$ cat config.mk
export PLATFORM = sky130hd
export DESIGN_NAME = fan_pwm_ctrl
export DESIGN_NICKNAME = d
export VERILOG_FILES = /design/src/rtl/fan_pkg.sv /design/src/rtl/fan_tach_meter.sv /design/src/rtl/fan_pwm_ctrl.sv
export SDC_FILE = /design/constraint.sdc
export NUM_CORES = 1
export LEC_CHECK = 0
export BUFFER_PORTS_ARGS = -buffer_cell sky130_fd_sc_hd__clkbuf_2
export CAP_MARGIN = 0
export CORE_UTILIZATION = 45
export CTS_BUF_LIST = sky130_fd_sc_hd__clkbuf_16
export DETAILED_ROUTE_END_ITERATION = 12
export GPL_TIMING_DRIVEN = 0
export PLACE_DENSITY = 0.63
export SETUP_SLACK_MARGIN = 0.2
export SKIP_LAST_GASP = 1
export SYNTH_ARGS = -nofsm -noshare
export SYNTH_HDL_FRONTEND = slang
export SYNTH_SLANG_ARGS = --single-unit
export TNS_END_PERCENT = 10
$ cat constraint.sdc
create_clock -name axi_aclk -period 3.4 [get_ports axi_aclk]
set_input_delay 0.51 -clock axi_aclk [delete_from_list [all_inputs] [get_ports axi_aclk]]
set_output_delay 0.51 -clock axi_aclk [all_outputs]
set_load 0.02 [all_outputs]
$ cat src/rtl/fan_pkg.sv
// rtl/fan_pkg.sv - shared state type and default sizing for the fan PWM controller
package fan_pkg;

   localparam int unsigned DEF_PWM_W        = 16;
   localparam int unsigned DEF_TACH_W       = 16;
   localparam int unsigned DEF_KICK_PERIODS = 8;

   typedef enum logic [1:0] {
      IDLE = 2'd0,
      KICK = 2'd1,
      RUN  = 2'd2
   } fan_state_t;

endpackage

$ cat src/rtl/fan_tach_meter.sv
// rtl/fan_tach_meter.sv - tach synchroniser, rising-edge counter over a gate window, stall flag
module fan_tach_meter
   import fan_pkg::*;
#(
   parameter int unsigned TACH_W = DEF_TACH_W
) (
   input  logic              clk_i,
   input  logic              rst_ni,
   input  logic [31:0]       gate_i,
   input  logic              tach_i,
   input  logic              run_i,
   input  logic              clr_i,
   output logic [TACH_W-1:0] count_o,
   output logic              valid_o,
   output logic              stall_o
);

   logic              sync1_q;
   logic              sync2_q;
   logic              prev_q;
   logic [31:0]       gate_q;
   logic [31:0]       gate_sh_q;
   logic [TACH_W-1:0] edges_q;
   logic [TACH_W-1:0] edges_d;
   logic [TACH_W-1:0] count_q;
   logic              valid_q;
   logic              stall_q;
   logic              rise;
   logic              term;

   assign rise = sync2_q & ~prev_q;
   // Window length is latched at each window start so a mid-window gate write cannot truncate it.
   assign term = (gate_q == gate_sh_q);

   always_comb begin
      edges_d = edges_q;
      if (rise && (edges_q != '1)) begin
         edges_d = edges_q + TACH_W'(1);
      end
   end

   always_ff @(posedge clk_i or negedge rst_ni) begin
      if (!rst_ni) begin
         sync1_q   <= 1'b0;
         sync2_q   <= 1'b0;
         prev_q    <= 1'b0;
         gate_q    <= '0;
         gate_sh_q <= '0;
         edges_q   <= '0;
         count_q   <= '0;
         valid_q   <= 1'b0;
         stall_q   <= 1'b0;
      end else begin
         sync1_q <= tach_i;
         sync2_q <= sync1_q;
         prev_q  <= sync2_q;
         valid_q <= term;
         if (term) begin
            gate_q    <= '0;
            gate_sh_q <= gate_i;
            count_q   <= edges_d;
            edges_q   <= '0;
         end else begin
            gate_q  <= gate_q + 32'd1;
            edges_q <= edges_d;
         end
         if (clr_i) begin
            stall_q <= 1'b0;
         end else if (term && (edges_d == '0) && run_i) begin
            stall_q <= 1'b1;
         end else if (term && (edges_d != '0)) begin
            stall_q <= 1'b0;
         end
      end
   end

   assign count_o = count_q;
   assign valid_o = valid_q;
   assign stall_o = stall_q;

endmodule

$ cat src/rtl/fan_pwm_ctrl.sv
// rtl/fan_pwm_ctrl.sv - fan PWM generator with kick-start sequence and tachometer measurement
module fan_pwm_ctrl
   import fan_pkg::*;
#(
   parameter int unsigned PWM_W        = DEF_PWM_W,
   parameter int unsigned TACH_W       = DEF_TACH_W,
   parameter int unsigned KICK_PERIODS = DEF_KICK_PERIODS
) (
   input  logic              axi_aclk,
   input  logic              axi_aresetn,
   input  logic              cfg_enable,
   input  logic [15:0]       cfg_prescale,
   input  logic [PWM_W-1:0]  cfg_period,
   input  logic [PWM_W-1:0]  cfg_duty,
   input  logic [31:0]       cfg_gate,
   input  logic              tach_in,
   output logic              fan_pwm,
   output logic [TACH_W-1:0] tach_count,
   output logic              tach_valid,
   output logic              stall
);

   localparam int unsigned KICK_W = $clog2(KICK_PERIODS + 2);
   localparam logic [KICK_W-1:0] KICK_LAST = KICK_W'((KICK_PERIODS == 0) ? 0 : KICK_PERIODS - 1);

   fan_state_t        state_q;
   logic [15:0]       presc_q;
   logic [PWM_W-1:0]  cnt_q;
   logic [PWM_W-1:0]  per_sh_q;
   logic [PWM_W-1:0]  duty_sh_q;
   logic [KICK_W-1:0] kick_q;
   logic              pwm_q;
   logic              tick;
   logic              wrap;
   logic              meter_run;
   logic              meter_clr;

   assign tick = (presc_q >= cfg_prescale);
   assign wrap = tick && (cnt_q >= per_sh_q);

   always_ff @(posedge axi_aclk or negedge axi_aresetn) begin
      if (!axi_aresetn) begin
         state_q   <= IDLE;
         presc_q   <= '0;
         cnt_q     <= '0;
         kick_q    <= '0;
         per_sh_q  <= '0;
         duty_sh_q <= '0;
         pwm_q     <= 1'b0;
      end else if (!cfg_enable) begin
         state_q <= IDLE;
         presc_q <= '0;
         cnt_q   <= '0;
         kick_q  <= '0;
         pwm_q   <= 1'b0;
      end else if (state_q == IDLE) begin
         state_q   <= KICK;
         presc_q   <= '0;
         cnt_q     <= '0;
         kick_q    <= '0;
         per_sh_q  <= cfg_period;
         duty_sh_q <= cfg_duty;
         pwm_q     <= 1'b0;
      end else begin
         // Compare runs on the shadows so a duty write only lands on a period boundary.
         pwm_q   <= (state_q == KICK) || (cnt_q < duty_sh_q);
         presc_q <= tick ? '0 : presc_q + 16'd1;
         if (wrap) begin
            cnt_q     <= '0;
            per_sh_q  <= cfg_period;
            duty_sh_q <= cfg_duty;
            if (state_q == KICK) begin
               if (kick_q == KICK_LAST) begin
                  state_q <= RUN;
                  kick_q  <= '0;
               end else begin
                  kick_q <= kick_q + KICK_W'(1);
               end
            end
         end else if (tick) begin
            cnt_q <= cnt_q + PWM_W'(1);
         end
      end
   end

   assign fan_pwm   = pwm_q;
   assign meter_run = (state_q == RUN);
   assign meter_clr = ~cfg_enable;

   fan_tach_meter #(
      .TACH_W (TACH_W)
   ) u_tach (
      .clk_i   (axi_aclk),
      .rst_ni  (axi_aresetn),
      .gate_i  (cfg_gate),
      .tach_i  (tach_in),
      .run_i   (meter_run),
      .clr_i   (meter_clr),
      .count_o (tach_count),
      .valid_o (tach_valid),
      .stall_o (stall)
   );

endmodule

### Yosys cells after proc, flatten, opt, wreduce, memory -nomap -nowiden

Cells that the tools add are included.

* register bits after elaboration: 172
* latch bits: 0
* bits in writable memories: 0
* ROM bits: 0
* input bits: 84
* word-level logic and storage cells: 78
* memories: 0

* add/sub/neg operators: 5
* multiply operators: 0
* divide/modulo/power cells: 0
* order comparisons: 3
* equal/unequal tests: 10
* shifts and indexed selects: 0
* muxes and demuxes: 29
* bitwise logic cells: 2
* reductions and logical operators: 13

Operators by type and width (count)
* 16-bit 2-to-1 mux: 13
* 16-bit by 1-bit adder with 16-bit output, second input constant: 3
* 32-bit by 1-bit adder with 32-bit output, second input constant: 1
* 32-bit == test: 1
* 16-bit greater-or-equal comparator: 2
* 32-bit 2-to-1 mux: 1
* 4-bit 2-to-1 mux: 5
* 16-bit zero test: 1
* 16-bit < comparator: 1
* 16-bit inequality test, second input constant: 1
* 16-bit nonzero test: 1
* 3-bit by 1-bit inequality test with 1-bit output, second input constant: 4
* 2-bit 2-to-1 mux: 5
* 1-bit logical AND: 5
* 1-bit 2-to-1 mux: 5
* 4-bit by 1-bit adder with 4-bit output, second input constant: 1
* 4-bit by 3-bit == test with 1-bit output, second input constant: 1
* 4-bit by 1-bit inequality test with 1-bit output, second input constant: 1
* 2-bit AND reduction: 2
* 3-bit AND reduction: 1
* 2-bit by 1-bit == test with 1-bit output, second input constant: 1
* 2-bit == test, second input constant: 1
* 2-bit zero test: 1
* 2-bit nonzero test: 1
* 3 further kinds: 3

### Logic depth before layout (Yosys ltp)

* depth after elaboration: 9
* mapped depth: 11
* depth with buffers taken out: 9

### Cells and area by module

From an unflattened synthesis, not the netlist that was laid out.

* cell total of the unflattened synthesis: 880
* area total of the unflattened synthesis: 9272.6 µm²

By module, submodules not included
* fan_tach_meter: times used 1, cells each 436, area an instance 4820.9 µm²
* fan_pwm_ctrl: times used 1, cells each 444, area an instance 4451.8 µm²

### Worst setup path before layout

Ideal clock, no wire load.

* path kind: input -> register
* start point: in cfg_prescale[5]
* end point: reg duty_sh_q[10]
* setup time: 0.125 ns
* arrival time: 2.649 ns
* slack: 0.627 ns
* cell stages on the path: 10
* path buffers: 1
* cell sequence: inv_1 > ha_1 > a2111oi_0 > nor3_1 > a211oi_1 > o21ai_1 > o31ai_1 > a21bo_1 > buf_2 > mux2_2

* word-level cells in the longest chain between the ends: 4

Ends and longest elaborated chain
* from (decl): RTL line fan_pwm_ctrl.sv:12 `input logic [15:0] cfg_prescale,`
* 16-bit greater-or-equal comparator: RTL line fan_pwm_ctrl.sv:38 `assign tick = (presc_q >= cfg_prescale);`
* 1-bit logical AND: RTL line fan_pwm_ctrl.sv:39 `assign wrap = tick && (cnt_q >= per_sh_q);`
* 2-bit nonzero test (no line)
* 2-bit AND reduction (no line)
* to (signal assigned): RTL line fan_pwm_ctrl.sv:62 `duty_sh_q <= cfg_duty;`
* to (signal assigned): RTL line fan_pwm_ctrl.sv:71 `duty_sh_q <= cfg_duty;`
* to (decl): RTL line fan_pwm_ctrl.sv:30 `logic [PWM_W-1:0] duty_sh_q;`

No other way between the ends.
A chain may end at the register's enable or synchronous reset.

### Worst setup path after layout

* start point: reg u_tach.gate_q[0]
* end point: reg u_tach.count_q[11] (netlist: u_tach.count_o[11])

* word-level cells in the longest chain between the ends: 1

Ends and longest elaborated chain
* from (decl): RTL line fan_tach_meter.sv:21 `logic [31:0] gate_q;`
* from (signal assigned): RTL line fan_tach_meter.sv:64 `gate_q <= gate_q + 32'd1;`
* 32-bit == test: RTL line fan_tach_meter.sv:33 `assign term = (gate_q == gate_sh_q);`
* to (signal assigned): RTL line fan_tach_meter.sv:61 `count_q <= edges_d;`
* to (decl): RTL line fan_tach_meter.sv:25 `logic [TACH_W-1:0] count_q;`

No other way between the ends.

==> run_results.csv <==
group,metric,value,unit
logic_synthesis,syn_avg_cell_area,10.6,um2
logic_synthesis,synth_warnings,0,
sta,grt_setup_unrepaired,"true",
sta,setup_viol,0,
cells_and_area,layout_common_cells,"dfrtp_1, nor2_1, clkbuf_2",
power_and_ir_drop,p_switching,1.24,mW
placement,placedCellCount,1211,
power_and_ir_drop,leakagePower,5.07,nW
cts,clock_latency,440,ps
logic_synthesis,synthTopCellsByArea,"dfrtp_1, mux2_2, ha_1",
cells_and_area,diodes,0,
route,drt-total-wl,18400,um
logic_synthesis,yosysTopAreaCell,"dfrtp_1",
logic_synthesis,yosysSeqAreaShare,0.482,
route,route.vias.total,6327,
cells_and_area,final_cell_count_no_fill,1244,
floorplan,die_x,143,um
sta,worst_pin_slew,624,ps
cts,cts_hold_buf,0,
setup_path,start_kind,"flip-flop",
route,antenna_left,0,
cells_and_area,layout-drive-gt1-share,0.231,
logic_synthesis,synth_cell_types,60,
power_and_ir_drop,power,4.58,mW
logic_synthesis,yosysTopAreaCellShare,0.482,
sta,slew_viol_final,0,
cts,clock-root-buffer,"clkbuf_16",
placement,io_buffers,101,
setup_path,crit_arrival,3460,ps
floorplan,start_util,0.459,
route,drc,0,
sta,period_share,0.933,
cts,htreeDepth,4,
setup_path,required,3690,ps
placement,gp_congestion,0.812,
logic_synthesis,synth_seq_cells,172,
setup_path,path_max_fanout,10,
power_and_ir_drop,switching_share,0.271,
floorplan,die_h,143,um
sta,max_freq,315,MHz
cells_and_area,syn_to_final_growth,16.2,%
floorplan,die_area,20400,um2
status,status,"completed",
logic_synthesis,synth-edff-count,0,
cells_and_area,final_common_cell,"dfrtp_1",
cts,ctsLongestPathBuffers,2,
sta,fin_skew,11.0,ps
power_and_ir_drop,p_per_area,441,nW/um2
route,drtPass1Iterations,4,
power_and_ir_drop,seq_power_share,0.493,
route,drt-initial-drc-count,273,
setup_path,critPathCaptureType,"flip-flop",
logic_synthesis,synth_area,8940,um2
global_routing,antenna_found_initial,0,
route,detail_route.vias_per_cell,5.09,
sta,fin_crit,3170,ps
logic_synthesis,ys.flop_type,"dfrtp_1",
cts,tritoncts.num_buffers,17,
logic_synthesis,synthArstFlopShare,1.00,
cts,cts_tree,"built",
cells_and_area,n_fill_cell,1793,
cells_and_area,fin_util,0.534,
placement,dp_hpwl,13400,um
global_routing,grt-ovfl-total,0,
cts,cts.clk_slew.worst_paths,70,ps
run,drv_cap,0,
hold_path,hold_class,"in -> async",
sta,hold_viol_final,0,
sta,slew_headroom,0.583,
floorplan,io_pins,103,
power_and_ir_drop,p_comb_frac,0.101,
global_routing,grt_pass1_vias,6232,
setup_path,critPathKind,"reg -> reg",
cts,clock_sinks,172,
power_and_ir_drop,internal_power,3.34,mW
logic_synthesis,synth_nets,980,
cells_and_area,nets,1102,
global_routing,grt_first_pass_wirelength,31000,um
global_routing,grt.total_usage,0.197,
route,routedWlPerCell,14.8,um
logic_synthesis,syn_inst,844,
floorplan,coreArea,19500,um2
power_and_ir_drop,power.share.clock,0.406,
floorplan,rows,51,
global_routing,grt_max_degree,110,
power_and_ir_drop,irDropWorstVdd,0.309,mV
-- area by class of cell --
class,instances,area [um2],share of cell area
buffer,25,124,0.0119
clock buffer,17,425,0.0410
clock inverter,15,126,0.0122
inverter,60,225,0.0217
multi-input combinational,587,4300,0.414
sequential,172,4300,0.414
tap,265,332,0.0319
timing repair buffer,103,549,0.0529
-- kinds of logic (layout without fill, tap and decap cells) --
kind of cell | after synthesis | count (layout) | share of synthesized area
multiplexers | 70 | 70 | 0.0878
AND/OR/NAND/NOR | 279 | 279 | 0.161
buffers and inverters | 85 | 220 | 0.0384
flip-flops | 172 | 172 | 0.482
XOR/XNOR | 98 | 98 | 0.0960
adder cells (fa/ha/maj) | 52 | 52 | 0.0728
AO/OA/AOI/OAI | 88 | 88 | 0.0623
-- state kept, by name, summed over array words and instances, names as in the netlist, 4 cells and up --
signal and cells:
cnt_q 16, duty_sh_q 16, kick_q 4, per_sh_q 16, presc_q 16, u_tach.count_o 16, u_tach.edges_q 16, u_tach.gate_q 32
u_tach.gate_sh_q 32
-- what timing repair did --
action	4_1_cts	5_1_grt
setup endpoints to repair	94	101
pin swaps	0	1
endpoints found under the hold margin	0	0
gates resized for setup	5	0
setup buffers	0	1
-- cells in the mapped netlist, types with 6 or more instances --
master	n
a21oi_1	28
nand2_1	34
a31oi_1	6
nor2_1	106
and3_1	16
a21o_1	9
nand4_1	23
ha_1	52
o21ai_0	18
mux2_2	67
xor2_1	74
nor4_1	10
clkbuf_1	14
xnor2_1	24
nor3_1	10
dfrtp_1	172
inv_1	60
nor2b_1	7
nand3_1	36
-- worst max-delay path, stage by stage (launching register included) --
cell	delay (ps)
dfrtp_1	450
xor2_1	180
nor4_1	430
nand4_1	290
nor2_1	250
clkbuf_2	320
clkbuf_1	470
clkbuf_1	480
a21oi_1	140
-- worst paths after layout --
path,start,endpoint,slack (ps),depth (start not counted)
min in group axi_aclk,tach_in,u_tach.sync1_q$_DFF_PN0_,170,1
setup / recovery,u_tach.gate_q[0]$_DFF_PN0_,u_tach.count_o[11]$_DFFE_PN0N_,230,8
hold / removal,axi_aresetn,presc_q[11]$_DFF_PN0_,60,1
setup reg to reg,u_tach.gate_q[0]$_DFF_PN0_,u_tach.count_o[11]$_DFFE_PN0N_,230,8
hold reg to reg,u_tach.sync1_q$_DFF_PN0_,u_tach.sync2_q$_DFF_PN0_,350,0
max in group asynchronous,axi_aresetn,per_sh_q[11]$_DFFE_PN0P_,2380,2
-- metal layers --
metal / vias to the layer above / share of wire / wire (um) / global-route usage
met5: - / 0 / 0 / 0
met4: 0 / 0.0098 / 179 / 0.0515
met3: 20 / 0.037 / 671 / 0.0443
met2: 114 / 0.48 / 8870 / 0.322
met1: 3031 / 0.47 / 8640 / 0.263
li1: 3162 / - / - / -
-- through the flow --
step / setup TNS [ps] / hold WS [ps] / area [um2] / setup WS, ps
2_1_floorplan: 0 / 214 / 8940 / 627
3_3_place_gp: -245390 / 333 / 9770 / -1430
3_5_place_dp: -6120 / 342 / 9810 / -209
4_1_cts: 0 / 82.8 / 10400 / 96.6
5_1_grt: -447 / 95.8 / 10400 / -47.8
6_report: 0 / 62.9 / 10400 / 227
-- power by group through the flow --
stage | combinational [mW] | sequential [mW] | clock (mW)
after floorplan | 0.297 | 2.27 | 0
after global placement | 0.459 | 2.29 | 0
after detailed placement | 0.472 | 2.30 | 0
after CTS | 0.476 | 2.26 | 1.91
after global routing | 0.544 | 2.28 | 2.00
final | 0.465 | 2.26 | 1.86
(Power assumes the default switching activity.)
